===== src/rtl/vram_arb_pkg.sv =====
// Shared types and constants for the VRAM arbiter: slot owner tags, CPU FSM
// states and pipeline/statistic widths.
package vram_arb_pkg;

    localparam int PIPE_LAT = 3;
    localparam int STALL_W  = 16;

    typedef enum logic [1:0] {
        OWN_NONE   = 2'd0,
        OWN_DISP   = 2'd1,
        OWN_CPU_RD = 2'd2,
        OWN_CPU_WR = 2'd3
    } owner_e;

    typedef enum logic [1:0] {
        CPU_IDLE = 2'd0,
        CPU_BUSY = 2'd1,
        CPU_ACK  = 2'd2
    } cpu_state_e;

endpackage


===== src/rtl/vram_arb_stall_ctr.sv =====
// Saturating counter of cycles in which an idle CPU request was refused a slot.
module vram_arb_stall_ctr
    import vram_arb_pkg::*;
(
    input  logic               clk,
    input  logic               rst_n,
    input  logic               inc,
    output logic [STALL_W-1:0] count
);

    logic [STALL_W-1:0] count_d, count_q;

    always_comb begin
        count_d = count_q;
        if (inc && (count_q != {STALL_W{1'b1}})) count_d = count_q + 1'b1;
    end

    always_ff @(posedge clk or negedge rst_n) begin
        if (!rst_n) count_q <= '0;
        else        count_q <= count_d;
    end

    assign count = count_q;

endmodule


===== src/rtl/vram_arbiter.sv =====
// Single-port VRAM arbiter: display fetches have absolute priority over CPU
// accesses; every slot is tagged and completes a fixed 3 cycles after grant.
// Optional CPU stall statistic enabled by defining VRAM_ARB_STALL_CNT_EN.
module vram_arbiter
    import vram_arb_pkg::*;
#(
    parameter int ADDR_W = 13,
    parameter int DATA_W = 8
) (
    input  logic               clk_pixel,
    input  logic               reset_n,
    input  logic               disp_req,
    input  logic [ADDR_W-1:0]  disp_addr,
    output logic [DATA_W-1:0]  disp_data,
    output logic               disp_valid,
    input  logic               cpu_req,
    input  logic               cpu_we,
    input  logic [ADDR_W-1:0]  cpu_addr,
    input  logic [DATA_W-1:0]  cpu_wdata,
    output logic               cpu_ack,
    output logic [DATA_W-1:0]  cpu_rdata,
    output logic [ADDR_W-1:0]  ram_addr,
    output logic               ram_we,
    output logic [DATA_W-1:0]  ram_wdata,
    input  logic [DATA_W-1:0]  ram_rdata,
    output logic [STALL_W-1:0] stall_count
);

    cpu_state_e        state_q;
    logic              cpu_ack_q;
    logic              cpu_grant;
    owner_e            grant_own;
    owner_e            tag1_d, tag1_q, tag2_d, tag2_q, tag3_d, tag3_q;
    logic [ADDR_W-1:0] ram_addr_d, ram_addr_q;
    logic              ram_we_d, ram_we_q;
    logic [DATA_W-1:0] ram_wdata_d, ram_wdata_q;
    logic [DATA_W-1:0] rdata_d, rdata_q;
    logic              disp_valid_d, disp_valid_q;
    logic [DATA_W-1:0] disp_data_d, disp_data_q;
    logic [DATA_W-1:0] cpu_rdata_d, cpu_rdata_q;

    always_comb begin
        cpu_grant = cpu_req && !disp_req && (state_q == CPU_IDLE);
        grant_own = OWN_NONE;
        if (disp_req)       grant_own = OWN_DISP;
        else if (cpu_grant) grant_own = cpu_we ? OWN_CPU_WR : OWN_CPU_RD;
    end

    // Idle slots keep the last address/data so the RAM bus only toggles on use.
    always_comb begin
        ram_addr_d  = ram_addr_q;
        ram_wdata_d = ram_wdata_q;
        ram_we_d    = 1'b0;
        if (disp_req) begin
            ram_addr_d = disp_addr;
        end else if (cpu_grant) begin
            ram_addr_d = cpu_addr;
            ram_we_d   = cpu_we;
            if (cpu_we) ram_wdata_d = cpu_wdata;
        end
        tag1_d       = grant_own;
        tag2_d       = tag1_q;
        tag3_d       = tag2_q;
        rdata_d      = (tag2_q != OWN_NONE) ? ram_rdata : rdata_q;
        disp_valid_d = (tag3_q == OWN_DISP);
        disp_data_d  = (tag3_q == OWN_DISP)   ? rdata_q : disp_data_q;
        cpu_rdata_d  = (tag3_q == OWN_CPU_RD) ? rdata_q : cpu_rdata_q;
    end

    always_ff @(posedge clk_pixel or negedge reset_n) begin
        if (!reset_n) begin
            ram_addr_q   <= '0;
            ram_we_q     <= 1'b0;
            ram_wdata_q  <= '0;
            tag1_q       <= OWN_NONE;
            tag2_q       <= OWN_NONE;
            tag3_q       <= OWN_NONE;
            rdata_q      <= '0;
            disp_valid_q <= 1'b0;
            disp_data_q  <= '0;
            cpu_rdata_q  <= '0;
        end else begin
            ram_addr_q   <= ram_addr_d;
            ram_we_q     <= ram_we_d;
            ram_wdata_q  <= ram_wdata_d;
            tag1_q       <= tag1_d;
            tag2_q       <= tag2_d;
            tag3_q       <= tag3_d;
            rdata_q      <= rdata_d;
            disp_valid_q <= disp_valid_d;
            disp_data_q  <= disp_data_d;
            cpu_rdata_q  <= cpu_rdata_d;
        end
    end

    // The ACK state blocks a regrant while the requester is still seeing its ack.
    always_ff @(posedge clk_pixel or negedge reset_n) begin
        if (!reset_n) begin
            state_q   <= CPU_IDLE;
            cpu_ack_q <= 1'b0;
        end else begin
            cpu_ack_q <= 1'b0;
            case (state_q)
                CPU_IDLE: if (cpu_grant) state_q <= CPU_BUSY;
                CPU_BUSY: begin
                    if ((tag3_q == OWN_CPU_RD) || (tag3_q == OWN_CPU_WR)) begin
                        state_q   <= CPU_ACK;
                        cpu_ack_q <= 1'b1;
                    end
                end
                CPU_ACK:  state_q <= CPU_IDLE;
                default:  state_q <= CPU_IDLE;
            endcase
        end
    end

`ifdef VRAM_ARB_STALL_CNT_EN
    logic stall_inc;
    assign stall_inc = cpu_req && !cpu_grant && (state_q == CPU_IDLE);

    vram_arb_stall_ctr u_stall_ctr (
        .clk   (clk_pixel),
        .rst_n (reset_n),
        .inc   (stall_inc),
        .count (stall_count)
    );
`else
    assign stall_count = '0;
`endif

    assign ram_addr   = ram_addr_q;
    assign ram_we     = ram_we_q;
    assign ram_wdata  = ram_wdata_q;
    assign disp_valid = disp_valid_q;
    assign disp_data  = disp_data_q;
    assign cpu_ack    = cpu_ack_q;
    assign cpu_rdata  = cpu_rdata_q;

endmodule


===== config.mk =====
export PLATFORM = sky130hd
export DESIGN_NAME = vram_arbiter
export DESIGN_NICKNAME = d
export VERILOG_FILES = /design/src/rtl/vram_arb_pkg.sv /design/src/rtl/vram_arb_stall_ctr.sv /design/src/rtl/vram_arbiter.sv
export SDC_FILE = /design/constraint.sdc
export NUM_CORES = 1
export LEC_CHECK = 0
export BUFFER_PORTS_ARGS = -buffer_cell sky130_fd_sc_hd__buf_2
export CAP_MARGIN = 20
export CORE_MARGIN = 2
export CORE_UTILIZATION = 40
export CTS_CLUSTER_SIZE = 8
export DETAILED_ROUTE_END_ITERATION = 7
export PLACE_DENSITY = 0.67
export SYNTH_ARGS = -nofsm -noshare
export SYNTH_HDL_FRONTEND = slang
export SYNTH_SLANG_ARGS = --single-unit

===== constraint.sdc =====
create_clock -name clk_pixel -period 4.3 [get_ports clk_pixel]
set_clock_uncertainty 0.05 [all_clocks]
set_input_delay 0.86 -clock clk_pixel [delete_from_list [all_inputs] [get_ports clk_pixel]]
set_output_delay 0.86 -clock clk_pixel [all_outputs]
set_load 0.02 [all_outputs]

Word-level counts from Yosys, hierarchy flattened. Cells that the tools add are included.

Bits of input ports: 47. Register bits: 56. Output and inout bits: 56.

Bitwise gates (word level): 1. Multiplexer cells: 12. Equal/unequal tests: 6. Reductions and logical operators: 9.

Operators by type and width (number): 2-to-1 mux 13 bit (2); 2-to-1 mux 2 bit (4); 2-to-1 mux 1 bit (5); equality test 2 x 1 -> 1 bit (second input constant) (2); equality test 2 bit (second input constant) (2); inequality test 2 bit (second input constant) (2); case mux 2 bit (2 select lines) (1); nonzero test 2 bit (2); AND reduction 3 bit (1); logical AND 1 bit (2); logical NOT 2 bit (1); AND reduction 2 bit (1); logical NOT 1 bit (1); logical OR 1 bit (1); inverter 1 bit (1).

Depth between registers and ports, before layout. Gate-level depths: netlist (run 1).

Word-level depth: 5. Mapped depth: 6.

Worst setup path before layout (run 1). No wires, ideal clock.

Path type: in2reg. Start: in disp_req. End: reg ram_wdata_q[0] (netlist: ram_wdata[0]). Slack: 2.050 ns. Data required time: 4.125 ns. Stages on the path: 6. Arrival time: 2.074 ns. Path through: buf_6 or4b_4 buf_6 clkinv_4 nand2_8 mux2_4.

Word-level cells in the longest chain between the ends: 4. Elaborated cells between the ends (all ways): 5.

Ends and longest elaborated chain: start, declared (line vram_arbiter.sv:12) `input logic disp_req,`; logical NOT 1 bit (line vram_arbiter.sv:43) `cpu_grant = cpu_req && !disp_req && (state_q == CPU_IDLE);`; logical AND 1 bit (2 in series) (line vram_arbiter.sv:43); AND reduction 3 bit (no source line) *; end signal, assigned (line vram_arbiter.sv:85) `ram_wdata_q <= ram_wdata_d;`; end, declared (line vram_arbiter.sv:36) `logic [DATA_W-1:0] ram_wdata_d, ram_wdata_q;`.

Mark *: on every way between the ends. The rest lies on a longest branch, timed or not. A chain may end at the register's enable or synchronous reset.

Worst setup path in the final report (run 1).
Start: in disp_req. End: reg ram_wdata_q[7] (netlist: ram_wdata[7]).

Same word-level chain as after synthesis.

==> results of run 1 <==
## layer usage
layer | share of wire, % | vias to the layer above
met3 | 6.7 | 6
li1 | - | 688
met4 | 1.6 | 0
met2 | 48 | 57
met5 | 0 | -
met1 | 44 | 690
## kinds of logic after synthesis
family	after synthesis	share of synthesized area [%]
compound gates	14	3.05
other cells	1	0.163
buf+inv	26	8.05
simple gates	22	5.17
mux	45	22.6
flops	56	60.9
## layout make-up
type	count	area share (%)
multi-input cells	97	27.4
inverters	3	0.580
well taps	72	3.21
repair buffers	87	15.6
flip-flops and latches	56	49.9
clock inverters	3	0.802
clock buffers	5	2.45
## critical path, delay by kind of cell
family                 cells  cell delay [ns]
multiplexers               1             0.31
buffers and inverters      2             0.36
AND/OR/NAND/NOR            2             0.83
## report_power, final
group          internal (mW)  leakage [nW]  switching, mW
Clock                  0.117        0.0485          0.174
Sequential             0.674         0.676         0.0746
Combinational          0.243         0.777          0.303
Total                   1.03          1.50          0.552
## through the flow
| step | hold WS (ns) | std cells | setup WS, ns |
|---|---|---|---|
| floorplan | 0.281 | 179 | 2.05 |
| global placement | 0.283 | 315 | 1.76 |
| detailed placement | 0.285 | 315 | 1.74 |
| CTS | 0.309 | 323 | 2.08 |
| global route | 0.319 | 323 | 2.04 |
| finish | 0.307 | 323 | 2.08 |
## state kept, by name, summed over array words and instances, names as in the netlist
signal,count
ram_addr,13
cpu_rdata,8
disp_data,8
ram_wdata,8
rdata_q,8
state_q,2
tag1_q,2
tag2_q,2
tag3_q,2
cpu_ack,1
disp_valid,1
ram_we,1
## layout by cell type, fill, tap and decap left out, drive strengths merged, types with 3 or more instances in the layout
| master | n |
|---|---|
| nor2 | 3 |
| inv | 3 |
| clkinv | 3 |
| mux2 | 32 |
| nand2 | 14 |
| nand2b | 3 |
| mux2i | 13 |
| conb | 16 |
| dfrtp | 56 |
| buf | 87 |
| clkbuf | 5 |
| o21ai | 14 |
## how the worst max path moves through the flow
stage	from	end	slack [ns]	depth (start not counted)
3_3_place_gp	disp_req	ram_wdata[7]$_DFFE_PN0P_	1.76	5
6_report	disp_req	ram_wdata[7]$_DFFE_PN0P_	2.08	5
2_1_floorplan	disp_req	ram_wdata[0]$_DFFE_PN0P_	2.05	6
3_5_place_dp	disp_req	ram_wdata[7]$_DFFE_PN0P_	1.74	5
5_1_grt	disp_req	ram_wdata[6]$_DFFE_PN0P_	2.04	5
4_1_cts	disp_req	ram_wdata[7]$_DFFE_PN0P_	2.08	5
==> out/metrics.json, run 1 <==
{
  "worst_r2r_end": {"value": "ram_wdata[7]$_DFFE_PN0P_"},
  "cts_tree": {"value": "done"},
  "power.density": {"value": 565, "unit": "nW/um^2"},
  "critical_path_arrival": {"value": 2.37, "unit": "ns"},
  "grt_overflow_total": {"value": 0},
  "use_met2": {"value": 21.8, "unit": "%"},
  "synthCells": {"value": 164},
  "final_core_util": {"value": 50.7, "unit": "%"},
  "grt_util_all_layers": {"value": 13.3, "unit": "%"},
  "final_layout_size_suffix_gt1_share": {"value": 51.8, "unit": "%"},
  "yosysMostFrequentCell": {"value": "sky130_fd_sc_hd__dfrtp_1"},
  "timing.hold.worst.start": {"value": "tag1_q[0]$_DFF_PN0_"},
  "worst-r2r-cell-count": {"value": 4},
  "cts_max_level": {"value": 2},
  "combined_area_of_the_multi_input_logic_cells": {"value": 769, "unit": "sq um"},
  "grtUsageMet3": {"value": 3.51, "unit": "%"},
  "post_detailed_placement_cell_area": {"value": 2720, "unit": "sq um"},
  "vias_in_the_first_global_route": {"value": 1375},
  "initial_core_util": {"value": 41.5, "unit": "%"},
  "post_route_total_power": {"value": 1.59, "unit": "mW"},
  "cp.required": {"value": 4.45, "unit": "ns"},
  "syn2layout_area_growth": {"value": 22.0, "unit": "%"},
  "fp.coreArea": {"value": 5540, "unit": "sq um"},
  "setup_viol_count_final": {"value": 0},
  "postSynth.asyncResetShare": {"value": 100, "unit": "%"},
  "maxCapViolations": {"value": 0},
  "critical_path_peak_fanout": {"value": 28},
  "pin_count_of_the_biggest_net_entering_global_routing": {"value": 30},
  "numCtsBuffers": {"value": 5},
  "netlist_top_cells_count": {"value": "sky130_fd_sc_hd__dfrtp_1, sky130_fd_sc_hd__mux2_2, sky130_fd_sc_hd__buf_4"},
  "vias_per_cell": {"value": 4.46},
  "io_buffer_count": {"value": 86},
  "postCtsHoldBufs": {"value": 0},
  "boundaryPins": {"value": 103},
  "max-vdd-ir-drop": {"value": 0.254, "unit": "mV"},
  "cpMaxStageDelayCell": {"value": "sky130_fd_sc_hd__or4b_4"},
  "post-dp-hpwl": {"value": 2890, "unit": "um"},
  "worst_max_slew_pin_slew": {"value": 0.790, "unit": "ns"},
  "setup_repair_after_global_routing_missed_its_margin": {"value": "false"},
  "slew-limit-headroom": {"value": 47.2, "unit": "%"},
  "gpl.final_weighted_congestion": {"value": 0.742},
  "hold_viol_final": {"value": 0},
  "insertion_delay_to_the_later_sink_of_the_worst_skew_pair": {"value": 0.31, "unit": "ns"},
  "count_of_flip_flops_with_a_built_in_enable_after_synthesis": {"value": 0},
  "drt_first_pass_iters": {"value": 4},
  "path_clk_slew": {"value": 0.10, "unit": "ns"},
  "detail_route.wirelength": {"value": 4010, "unit": "um"},
  "clock-root-buffer": {"value": "sky130_fd_sc_hd__clkbuf_8"},
  "leakage": {"value": 1.50, "unit": "nW"},
  "top_usage_layer_grt": {"value": "met2"},
  "slew_viol_final": {"value": 0},
  "synth_flop_cell": {"value": "sky130_fd_sc_hd__dfrtp_1"},
  "fin_crit": {"value": 2.22, "unit": "ns"},
  "finish.instance_area": {"value": 2810, "unit": "sq um"},
  "fp.dieH": {"value": 79.8, "unit": "um"},
  "syn-cell-area": {"value": 2300, "unit": "sq um"},
  "clock_sink_count": {"value": 56},
  "setup-tns-final": {"value": 0, "unit": "ns"},
  "route.vias.total": {"value": 1441},
  "fp-row-count": {"value": 27},
  "max_clock_freq": {"value": 451, "unit": "MHz"},
  "total_area_of_sequential_cells": {"value": 1400, "unit": "sq um"},
  "layout.filler_cells": {"value": 535},
  "critPathKind": {"value": "primary input to flip-flop"},
  "status": {"value": "finished, final reports clean"},
  "detailedRoute.firstIterationViolations": {"value": 50},
  "route.detailed.wl_per_inst": {"value": 12.4, "unit": "um"},
  "critPathMaxStageDelay": {"value": 0.74, "unit": "ns"},
  "synth_area_per_cell": {"value": 14.0, "unit": "sq um"},
  "post_synthesis_cell_type_with_the_largest_combined_area": {"value": "sky130_fd_sc_hd__dfrtp_1"},
  "drc": {"value": 0},
  "yosysWarnings": {"value": 0},
  "synth_largest_type_area_fraction": {"value": 60.9, "unit": "%"},
  "synth_top_area_cells": {"value": "sky130_fd_sc_hd__dfrtp_1, sky130_fd_sc_hd__mux2_2, sky130_fd_sc_hd__mux2i_1, sky130_fd_sc_hd__buf_4, sky130_fd_sc_hd__mux2_4"},
  "worst_hold_path.num_cells": {"value": 0},
  "resized_gates_after_cts": {"value": 0},
  "diodes": {"value": 0},
  "crit_path_cell_trace": {"value": "buf_2 > or4b_4 > clkinv_4 > nand2_8 > mux2_4"},
  "count_of_state_elements_after_synthesis": {"value": 56},
  "postRouteAntennaNets": {"value": 0},
  "unique_cell_type_count_in_the_yosys_netlist": {"value": 17},
  "period_share": {"value": 51.6, "unit": "%"},
  "timing.hold.worst_endpoint": {"value": "tag2_q[0]$_DFF_PN0_"},
  "synth_seq_area_share": {"value": 60.9, "unit": "%"},
  "die-width": {"value": 79.8, "unit": "um"},
  "die_area": {"value": 6370, "unit": "sq um"},
  "cp-start-kind": {"value": "primary input"},
  "final_nets": {"value": 297},
  "global_route.usage.met1": {"value": 16.8, "unit": "%"},
  "critical_path.reg2reg.startpoint": {"value": "state_q[1]$_DFFE_PN0P_"},
  "cp-end-kind": {"value": "flip-flop"},
  "regToRegSetupSlack": {"value": 2.55, "unit": "ns"},
  "min_path_type": {"value": "flip-flop to flip-flop"},
  "grt_antenna_before_repair": {"value": 0},
  "cts_post_setup_buffers_inserted": {"value": 0},
  "grt_pass1_wl": {"value": 6550, "unit": "um"},
  "clockBufferDepth": {"value": 2}
}
Note: power is estimated with default switching activity, not from simulation.
==> run 2: changes to the inputs <==
==> constraint.sdc (replaced) <==
create_clock -name clk_pixel -period 2.1 [get_ports clk_pixel]
set_clock_uncertainty 0.05 [all_clocks]
set_input_delay 0.42 -clock clk_pixel [delete_from_list [all_inputs] [get_ports clk_pixel]]
set_output_delay 0.42 -clock clk_pixel [all_outputs]
set_load 0.02 [all_outputs]
==> out/metrics.json, run 2 (synthesis results as in run 1) <==
{
  "status": {"value": "finished, final reports clean", "change": "unchanged"},
  "numCtsBuffers": {"value": 5, "change": "unchanged"},
  "cp-end-kind": {"value": "flip-flop", "change": "unchanged"},
  "die-width": {"value": 79.8, "unit": "um", "change": "unchanged"},
  "setup-tns-final": {"value": 0, "unit": "ns", "change": "unchanged"},
  "layout.filler_cells": {"value": 500, "change": "was 535"},
  "cts_tree": {"value": "done", "change": "unchanged"},
  "drt_first_pass_iters": {"value": 3, "change": "was 4"},
  "boundaryPins": {"value": 103, "change": "unchanged"},
  "cts_max_level": {"value": 2, "change": "unchanged"},
  "post_route_total_power": {"value": 3.28, "unit": "mW", "change": "was 1.59 mW"},
  "syn2layout_area_growth": {"value": 24.0, "unit": "%", "change": "was 22.0%"},
  "min_path_type": {"value": "primary input to asynchronous set/reset pin", "change": "was flip-flop to flip-flop"},
  "fp.coreArea": {"value": 5540, "unit": "sq um", "change": "unchanged"},
  "routed-wl-met3": {"value": 229, "unit": "um", "change": "was 268 um"},
  "period_share": {"value": 76.6, "unit": "%"},
  "grt_pass1_wl": {"value": 6600, "unit": "um", "change": "was 6550 um"},
  "grt_util_all_layers": {"value": 13.7, "unit": "%", "change": "was 13.3%"},
  "clock-root-buffer": {"value": "sky130_fd_sc_hd__clkbuf_8", "change": "unchanged"},
  "final_layout_size_suffix_gt1_share": {"value": 52.5, "unit": "%", "change": "was 51.8%"},
  "grt_antenna_before_repair": {"value": 0, "change": "unchanged"},
  "detailedRoute.firstIterationViolations": {"value": 42, "change": "was 50"},
  "insertion_delay_to_the_later_sink_of_the_worst_skew_pair": {"value": 0.30, "unit": "ns", "change": "was 0.31 ns"},
  "postCtsHoldBufs": {"value": 0, "change": "unchanged"},
  "post-dp-hpwl": {"value": 2900, "unit": "um", "change": "was 2890 um"},
  "worst-r2r-cell-count": {"value": 4, "change": "unchanged"},
  "final_nets": {"value": 301, "change": "was 297"},
  "final_cells": {"value": 327, "change": "was 323"},
  "leakage": {"value": 1.52, "unit": "nW", "change": "was 1.50 nW"},
  "clock_sink_count": {"value": 56, "change": "unchanged"},
  "route.vias.total": {"value": 1453, "change": "was 1,441"},
  "layout_commonest_cell": {"value": "sky130_fd_sc_hd__buf_2", "change": "unchanged"},
  "max_ffs_per_register": {"value": 13, "change": "unchanged"},
  "critical_path_peak_fanout": {"value": 10, "change": "was 28"},
  "cp-start-kind": {"value": "flip-flop", "change": "was primary input"},
  "max-vdd-ir-drop": {"value": 0.632, "unit": "mV", "change": "was 0.254 mV"},
  "hold_viol_final": {"value": 0, "change": "unchanged"},
  "postRouteAntennaNets": {"value": 0, "change": "unchanged"},
  "pin_count_of_the_biggest_net_entering_global_routing": {"value": 57, "change": "was 30"},
  "vias_in_the_first_global_route": {"value": 1348, "change": "was 1,375"},
  "fp-row-count": {"value": 27, "change": "unchanged"},
  "setup_repair_after_global_routing_missed_its_margin": {"value": "false", "change": "unchanged"},
  "diodes": {"value": 0, "change": "unchanged"},
  "route.met2.wl": {"value": 1990, "unit": "um", "change": "was 1910 um"},
  "critical_path_arrival": {"value": 1.75, "unit": "ns", "change": "was 2.37 ns"},
  "vias_per_cell": {"value": 4.44, "change": "was 4.46"},
  "power.density": {"value": 1150, "unit": "nW/um^2", "change": "was 565 nW/um^2"},
  "gpl.final_weighted_congestion": {"value": 0.728, "change": "was 0.742"},
  "grt_overflow_total": {"value": 0, "change": "unchanged"},
  "post-place-cells": {"value": 319, "change": "was 315"},
  "fp.dieH": {"value": 79.8, "unit": "um", "change": "unchanged"},
  "slew_viol_final": {"value": 0, "change": "unchanged"},
  "critPathKind": {"value": "flip-flop to flip-flop", "change": "was primary input to flip-flop"},
  "route.layer.met1.wl": {"value": 1850, "unit": "um", "change": "was 1760 um"},
  "maxUsedRoutingLayer": {"value": "met4", "change": "unchanged"},
  "fin_crit": {"value": 1.61, "unit": "ns"},
  "maxCapViolations": {"value": 0, "change": "unchanged"},
  "detail_route.wirelength": {"value": 4120, "unit": "um", "change": "was 4010 um"},
  "cts_post_setup_buffers_inserted": {"value": 0, "change": "unchanged"},
  "initial_core_util": {"value": 41.5, "unit": "%", "change": "unchanged"},
  "path_clk_slew": {"value": 0.10, "unit": "ns", "change": "about the same"},
  "clockBufferDepth": {"value": 2, "change": "unchanged"},
  "setup_viol_count_final": {"value": 0, "change": "unchanged"},
  "mostFrequentLayoutCells": {"value": "sky130_fd_sc_hd__buf_2, sky130_fd_sc_hd__dfrtp_1, sky130_fd_sc_hd__mux2_2", "change": "unchanged"},
  "die_area": {"value": 6370, "unit": "sq um", "change": "unchanged"},
  "max_clock_freq": {"value": 621, "unit": "MHz"},
  "drc": {"value": 0, "change": "unchanged"},
  "cp.required": {"value": 2.24, "unit": "ns", "change": "was 4.45 ns"},
  "io_buffer_count": {"value": 86, "change": "unchanged"},
  "route.detailed.wl_per_inst": {"value": 12.6, "unit": "um", "change": "was 12.4 um"},
  "resized_gates_after_cts": {"value": 0, "change": "unchanged"}
}
==> run 2: changes by cell type in the layout (fill, tap and decap cells not counted) <==
cell and delta:
sky130_fd_sc_hd__buf_12 +1, sky130_fd_sc_hd__clkinv_2 -1, sky130_fd_sc_hd__inv_6 +1, sky130_fd_sc_hd__clkinvlp_4 +1, sky130_fd_sc_hd__clkinv_4 -1, sky130_fd_sc_hd__buf_4 +3
==> run 2: final timing paths <==
path	startpoint	end	slack (ns)
min in group clk_pixel	disp_addr[9]	ram_addr[9]$_DFFE_PN0P_	0.26
worst max register to register	state_q[1]$_DFFE_PN0P_	ram_wdata[1]$_DFFE_PN0P_	0.49
max in group asynchronous	reset_n	ram_wdata[0]$_DFFE_PN0P_	1.70
worst min-delay path	reset_n	cpu_rdata[1]$_DFFE_PN0N_	0.04
worst min register to register	tag1_q[0]$_DFF_PN0_	tag2_q[0]$_DFF_PN0_	0.31
worst max-delay path	state_q[1]$_DFFE_PN0P_	ram_wdata[1]$_DFFE_PN0P_	0.49
==> run 2: cell type report <==
class                           count  area, sq um  share of cell area (%)
Multi-Input combinational cell     97          769                    27.0
Inverter                            3         16.3                   0.570
Timing Repair Buffer               91          480                    16.8
Clock inverter                      3         25.0                   0.878
Sequential cell                    56         1400                    49.1
Tap cell                           72         90.1                    3.16
Clock buffer                        5         68.8                    2.41
==> run 2: routing by layer <==
layer	global-route usage (%)	vias to the layer above
li1	-	696
met1	18.5	697
met2	21.4	55
met3	2.83	5
met4	5.59	0
met5	0	-
==> run 2: power by group <==
group | switching [mW] | internal (mW)
registers | 0.154 | 1.38
clock network | 0.356 | 0.244
logic | 0.629 | 0.513
total | 1.14 | 2.14
==> run 2: critical path, cell delays in order (launching register included) <==
cell	delay [ns]
sky130_fd_sc_hd__dfrtp_1	0.40
sky130_fd_sc_hd__or4b_4	0.55
sky130_fd_sc_hd__clkinv_4	0.10
sky130_fd_sc_hd__nand2_8	0.09
sky130_fd_sc_hd__mux2_4	0.31
==> run 2: through the flow <==
| stage | cell area, sq um | setup WS, ns | util [%] | hold slack, ns |
|---|---|---|---|---|
| floorplan | 2360 | 0.290 | - | 0.0744 |
| global placement | 2760 | 0.347 | 49.8 | 0.282 |
| detailed placement | 2760 | 0.296 | 49.8 | 0.285 |
| CTS | 2850 | 0.483 | 51.5 | 0.0511 |
| global route | 2850 | 0.383 | 51.5 | 0.0551 |
| finish | 2850 | 0.491 | 51.5 | 0.0428 |
==> run 3: changes to the inputs <==
==> constraint.sdc (replaced) <==
create_clock -name clk_pixel -period 1.65 [get_ports clk_pixel]
set_clock_uncertainty 0.05 [all_clocks]
set_input_delay 0.33 -clock clk_pixel [delete_from_list [all_inputs] [get_ports clk_pixel]]
set_output_delay 0.33 -clock clk_pixel [all_outputs]
set_load 0.02 [all_outputs]
==> out/metrics.json, run 3 (synthesis results as in run 1) <==
{
  "slew_viol_final": {"value": 0, "change": "unchanged"},
  "total_area_of_sequential_cells": {"value": 1400, "unit": "sq um", "change": "unchanged"},
  "drt_first_pass_iters": {"value": 3, "change": "unchanged"},
  "critical_path.reg2reg.startpoint": {"value": "state_q[1]$_DFFE_PN0P_", "change": "unchanged"},
  "setup_viol_count_final": {"value": 0, "change": "unchanged"},
  "cp.required": {"value": 1.80, "unit": "ns", "change": "was 2.24 ns"},
  "fp-row-count": {"value": 27, "change": "unchanged"},
  "cp-end-kind": {"value": "flip-flop", "change": "unchanged"},
  "gpl.final_weighted_congestion": {"value": 0.780, "change": "was 0.728"},
  "final_nets": {"value": 304, "change": "was 301"},
  "p_comb_share": {"value": 34.9, "unit": "%", "change": "was 34.8%"},
  "clock_sink_count": {"value": 56, "change": "unchanged"},
  "clockBufferDepth": {"value": 2, "change": "unchanged"},
  "grt_overflow_total": {"value": 0, "change": "unchanged"},
  "combined_area_of_the_multi_input_logic_cells": {"value": 769, "unit": "sq um", "change": "unchanged"},
  "die_area": {"value": 6370, "unit": "sq um", "change": "unchanged"},
  "io_buffer_count": {"value": 86, "change": "unchanged"},
  "vias_in_the_first_global_route": {"value": 1377, "change": "was 1,348"},
  "period_share": {"value": 97.1, "unit": "%", "change": "was 76.6%"},
  "power.share.switching": {"value": 34.7, "unit": "%", "change": "was 34.8%"},
  "critical_path_peak_fanout": {"value": 10, "change": "unchanged"},
  "hold_viol_final": {"value": 0, "change": "unchanged"},
  "grt_antenna_before_repair": {"value": 0, "change": "unchanged"},
  "insertion_delay_to_the_later_sink_of_the_worst_skew_pair": {"value": 0.31, "unit": "ns", "change": "was 0.30 ns"},
  "numCtsBuffers": {"value": 5, "change": "unchanged"},
  "netSwitchingPower": {"value": 1.45, "unit": "mW", "change": "was 1.14 mW"},
  "diodes": {"value": 0, "change": "unchanged"},
  "internal_power": {"value": 2.73, "unit": "mW", "change": "was 2.14 mW"},
  "worst-r2r-cell-count": {"value": 4, "change": "unchanged"},
  "max_clock_freq": {"value": 624, "unit": "MHz", "change": "was 621 MHz"},
  "fp.coreArea": {"value": 5540, "unit": "sq um", "change": "unchanged"},
  "vias_per_cell": {"value": 4.46, "change": "was 4.44"},
  "regToRegSetupSlack": {"value": 0.05, "unit": "ns", "change": "was 0.49 ns"},
  "timing.hold.worst_endpoint": {"value": "ram_addr[9]$_DFFE_PN0P_"},
  "critical_path_cell_count": {"value": 4, "change": "unchanged"},
  "route.met2.wl": {"value": 2150, "unit": "um", "change": "was 1990 um"},
  "max_ffs_per_register": {"value": 13, "change": "unchanged"},
  "final_cells": {"value": 330, "change": "was 327"},
  "pin_count_of_the_biggest_net_entering_global_routing": {"value": 57, "change": "unchanged"},
  "boundaryPins": {"value": 103, "change": "unchanged"},
  "status": {"value": "finished, final reports clean", "change": "unchanged"},
  "setup-tns-final": {"value": 0, "unit": "ns", "change": "unchanged"},
  "min_path_type": {"value": "primary input to flip-flop", "change": "was primary input to asynchronous set/reset pin"},
  "p_seq_share": {"value": 46.7, "unit": "%", "change": "was 46.9%"},
  "power.density": {"value": 1450, "unit": "nW/um^2", "change": "was 1150 nW/um^2"},
  "post-dp-hpwl": {"value": 3040, "unit": "um", "change": "was 2900 um"},
  "clock-root-buffer": {"value": "sky130_fd_sc_hd__clkbuf_8", "change": "unchanged"},
  "fp.dieH": {"value": 79.8, "unit": "um", "change": "unchanged"},
  "critical_path.n_buffers_inverters": {"value": 1, "change": "unchanged"},
  "mostFrequentLayoutCells": {"value": "sky130_fd_sc_hd__buf_2, sky130_fd_sc_hd__dfrtp_1, sky130_fd_sc_hd__mux2_2", "change": "unchanged"},
  "crit_path_cell_trace": {"value": "or4b_4 > clkinv_4 > nand2_8 > mux2_4", "change": "unchanged"},
  "routed-wl-met3": {"value": 183, "unit": "um", "change": "was 229 um"},
  "critPathKind": {"value": "flip-flop to flip-flop", "change": "unchanged"},
  "maxUsedRoutingLayer": {"value": "met4", "change": "unchanged"},
  "leakage": {"value": 1.54, "unit": "nW", "change": "was 1.52 nW"},
  "detail_route.wirelength": {"value": 4190, "unit": "um", "change": "was 4120 um"},
  "worst_hold_path.num_cells": {"value": 3},
  "layout_commonest_cell": {"value": "sky130_fd_sc_hd__buf_2", "change": "unchanged"},
  "cts_max_level": {"value": 2, "change": "unchanged"},
  "clkPwrFrac": {"value": 18.4, "unit": "%", "change": "was 18.3%"},
  "detailedRoute.firstIterationViolations": {"value": 86, "change": "was 42"},
  "path_clk_slew": {"value": 0.10, "unit": "ns", "change": "about the same"},
  "timing.hold.worst.start": {"value": "disp_addr[9]"},
  "critPathMaxStageDelay": {"value": 0.57, "unit": "ns", "change": "was 0.55 ns"},
  "cp-start-kind": {"value": "flip-flop", "change": "unchanged"},
  "fin_crit": {"value": 1.60, "unit": "ns", "change": "was 1.61 ns"},
  "maxCapViolations": {"value": 0, "change": "unchanged"},
  "route.detailed.wl_per_inst": {"value": 12.7, "unit": "um", "change": "was 12.6 um"},
  "route.layer.met1.wl": {"value": 1750, "unit": "um", "change": "was 1850 um"},
  "max-vdd-ir-drop": {"value": 0.800, "unit": "mV", "change": "was 0.632 mV"},
  "grt_util_all_layers": {"value": 13.8, "unit": "%", "change": "was 13.7%"},
  "postRouteAntennaNets": {"value": 0, "change": "unchanged"},
  "die-width": {"value": 79.8, "unit": "um", "change": "unchanged"},
  "critical_path_arrival": {"value": 1.75, "unit": "ns", "change": "about the same"},
  "post-place-cells": {"value": 321, "change": "was 319"},
  "post_route_total_power": {"value": 4.19, "unit": "mW", "change": "was 3.28 mW"},
  "drc": {"value": 0, "change": "unchanged"},
  "route.vias.total": {"value": 1473, "change": "was 1,453"},
  "cpMaxStageDelayCell": {"value": "sky130_fd_sc_hd__or4b_4", "change": "unchanged"},
  "grt_pass1_wl": {"value": 6600, "unit": "um", "change": "about the same"},
  "cts_post_setup_buffers_inserted": {"value": 0, "change": "unchanged"},
  "cts_tree": {"value": "done", "change": "unchanged"},
  "worst_r2r_end": {"value": "ram_wdata[4]$_DFFE_PN0P_", "change": "was ram_wdata[1]$_DFFE_PN0P_"},
  "layout.filler_cells": {"value": 500, "change": "unchanged"},
  "setup_repair_after_global_routing_missed_its_margin": {"value": "false", "change": "unchanged"},
  "syn2layout_area_growth": {"value": 25.2, "unit": "%", "change": "was 24.0%"},
  "crit_family": {"value": "simple AND/OR/NAND/NOR gates", "change": "unchanged"},
  "final_layout_size_suffix_gt1_share": {"value": 52.7, "unit": "%", "change": "was 52.5%"},
  "initial_core_util": {"value": 41.5, "unit": "%", "change": "unchanged"}
}
run 3: cell types whose count changed in the layout (fill, tap and decap cells not counted), sizes merged:
cell / change
dlygate4sd3: +1
buf: +2
run 3: power by group through the flow:
stage | logic [mW] | clock network [mW] | registers (mW)
detailed placement | 1.48 | 0 | 1.98
CTS | 1.48 | 0.812 | 1.96
global placement | 1.46 | 0 | 1.98
global route | 1.56 | 0.871 | 2.01
floorplan | 0.606 | 0 | 2.36
finish | 1.46 | 0.768 | 1.96
run 3: worst max path at each step:
stage,from,to
3_5_place_dp,disp_req,ram_addr[4]$_DFFE_PN0P_
6_report,state_q[1]$_DFFE_PN0P_,ram_wdata[4]$_DFFE_PN0P_
5_1_grt,state_q[1]$_DFFE_PN0P_,ram_addr[4]$_DFFE_PN0P_
2_1_floorplan,disp_req,ram_wdata[0]$_DFFE_PN0P_
3_3_place_gp,disp_req,ram_wdata[3]$_DFFE_PN0P_
4_1_cts,state_q[1]$_DFFE_PN0P_,ram_addr[4]$_DFFE_PN0P_
run 3: through the flow:
step / hold WS, ns / util (%) / cell area [sq um] / setup WS (ns)
5_1_grt: 0.166 / 52.0 / 2880 / 0.00273
4_1_cts: 0.156 / 51.9 / 2880 / 0.00758
6_report: 0.164 / 52.0 / 2880 / 0.0480
3_3_place_gp: 0.283 / 50.0 / 2770 / 0.00935
3_5_place_dp: 0.293 / 50.0 / 2770 / -0.0546
2_1_floorplan: -0.0156 / - / 2360 / -0.0420
run 3: layout make-up:
| type | instances | area share, % |
|---|---|---|
| clock buffers | 5 | 2.39 |
| clock inverters | 3 | 0.869 |
| inverters | 3 | 0.565 |
| multi-input cells | 97 | 26.7 |
| flip-flops and latches | 56 | 48.7 |
| well taps | 72 | 3.13 |
| repair buffers | 94 | 17.7 |
run 3: layer usage:
| metal | track usage, % | up-vias |
|---|---|---|
| li1 | - | 707 |
| met1 | 16.7 | 710 |
| met4 | 8.64 | 0 |
| met2 | 22.5 | 47 |
| met5 | 0 | - |
| met3 | 2.49 | 9 |
run 3: what timing repair did:
action,4_1_cts,5_1_grt
endpoints found under the hold margin,56,0
resized for setup,0,3
hold buffers,1,0
endpoints found under the setup margin,0,10
run 3: worst min-delay path, delay by kind of cell:
kind / cells / cell delay, ns
buffers and inverters: 1 / 0.07
AO/OA/AOI/OAI: 1 / 0.06
AND/OR/NAND/NOR: 1 / 0.03
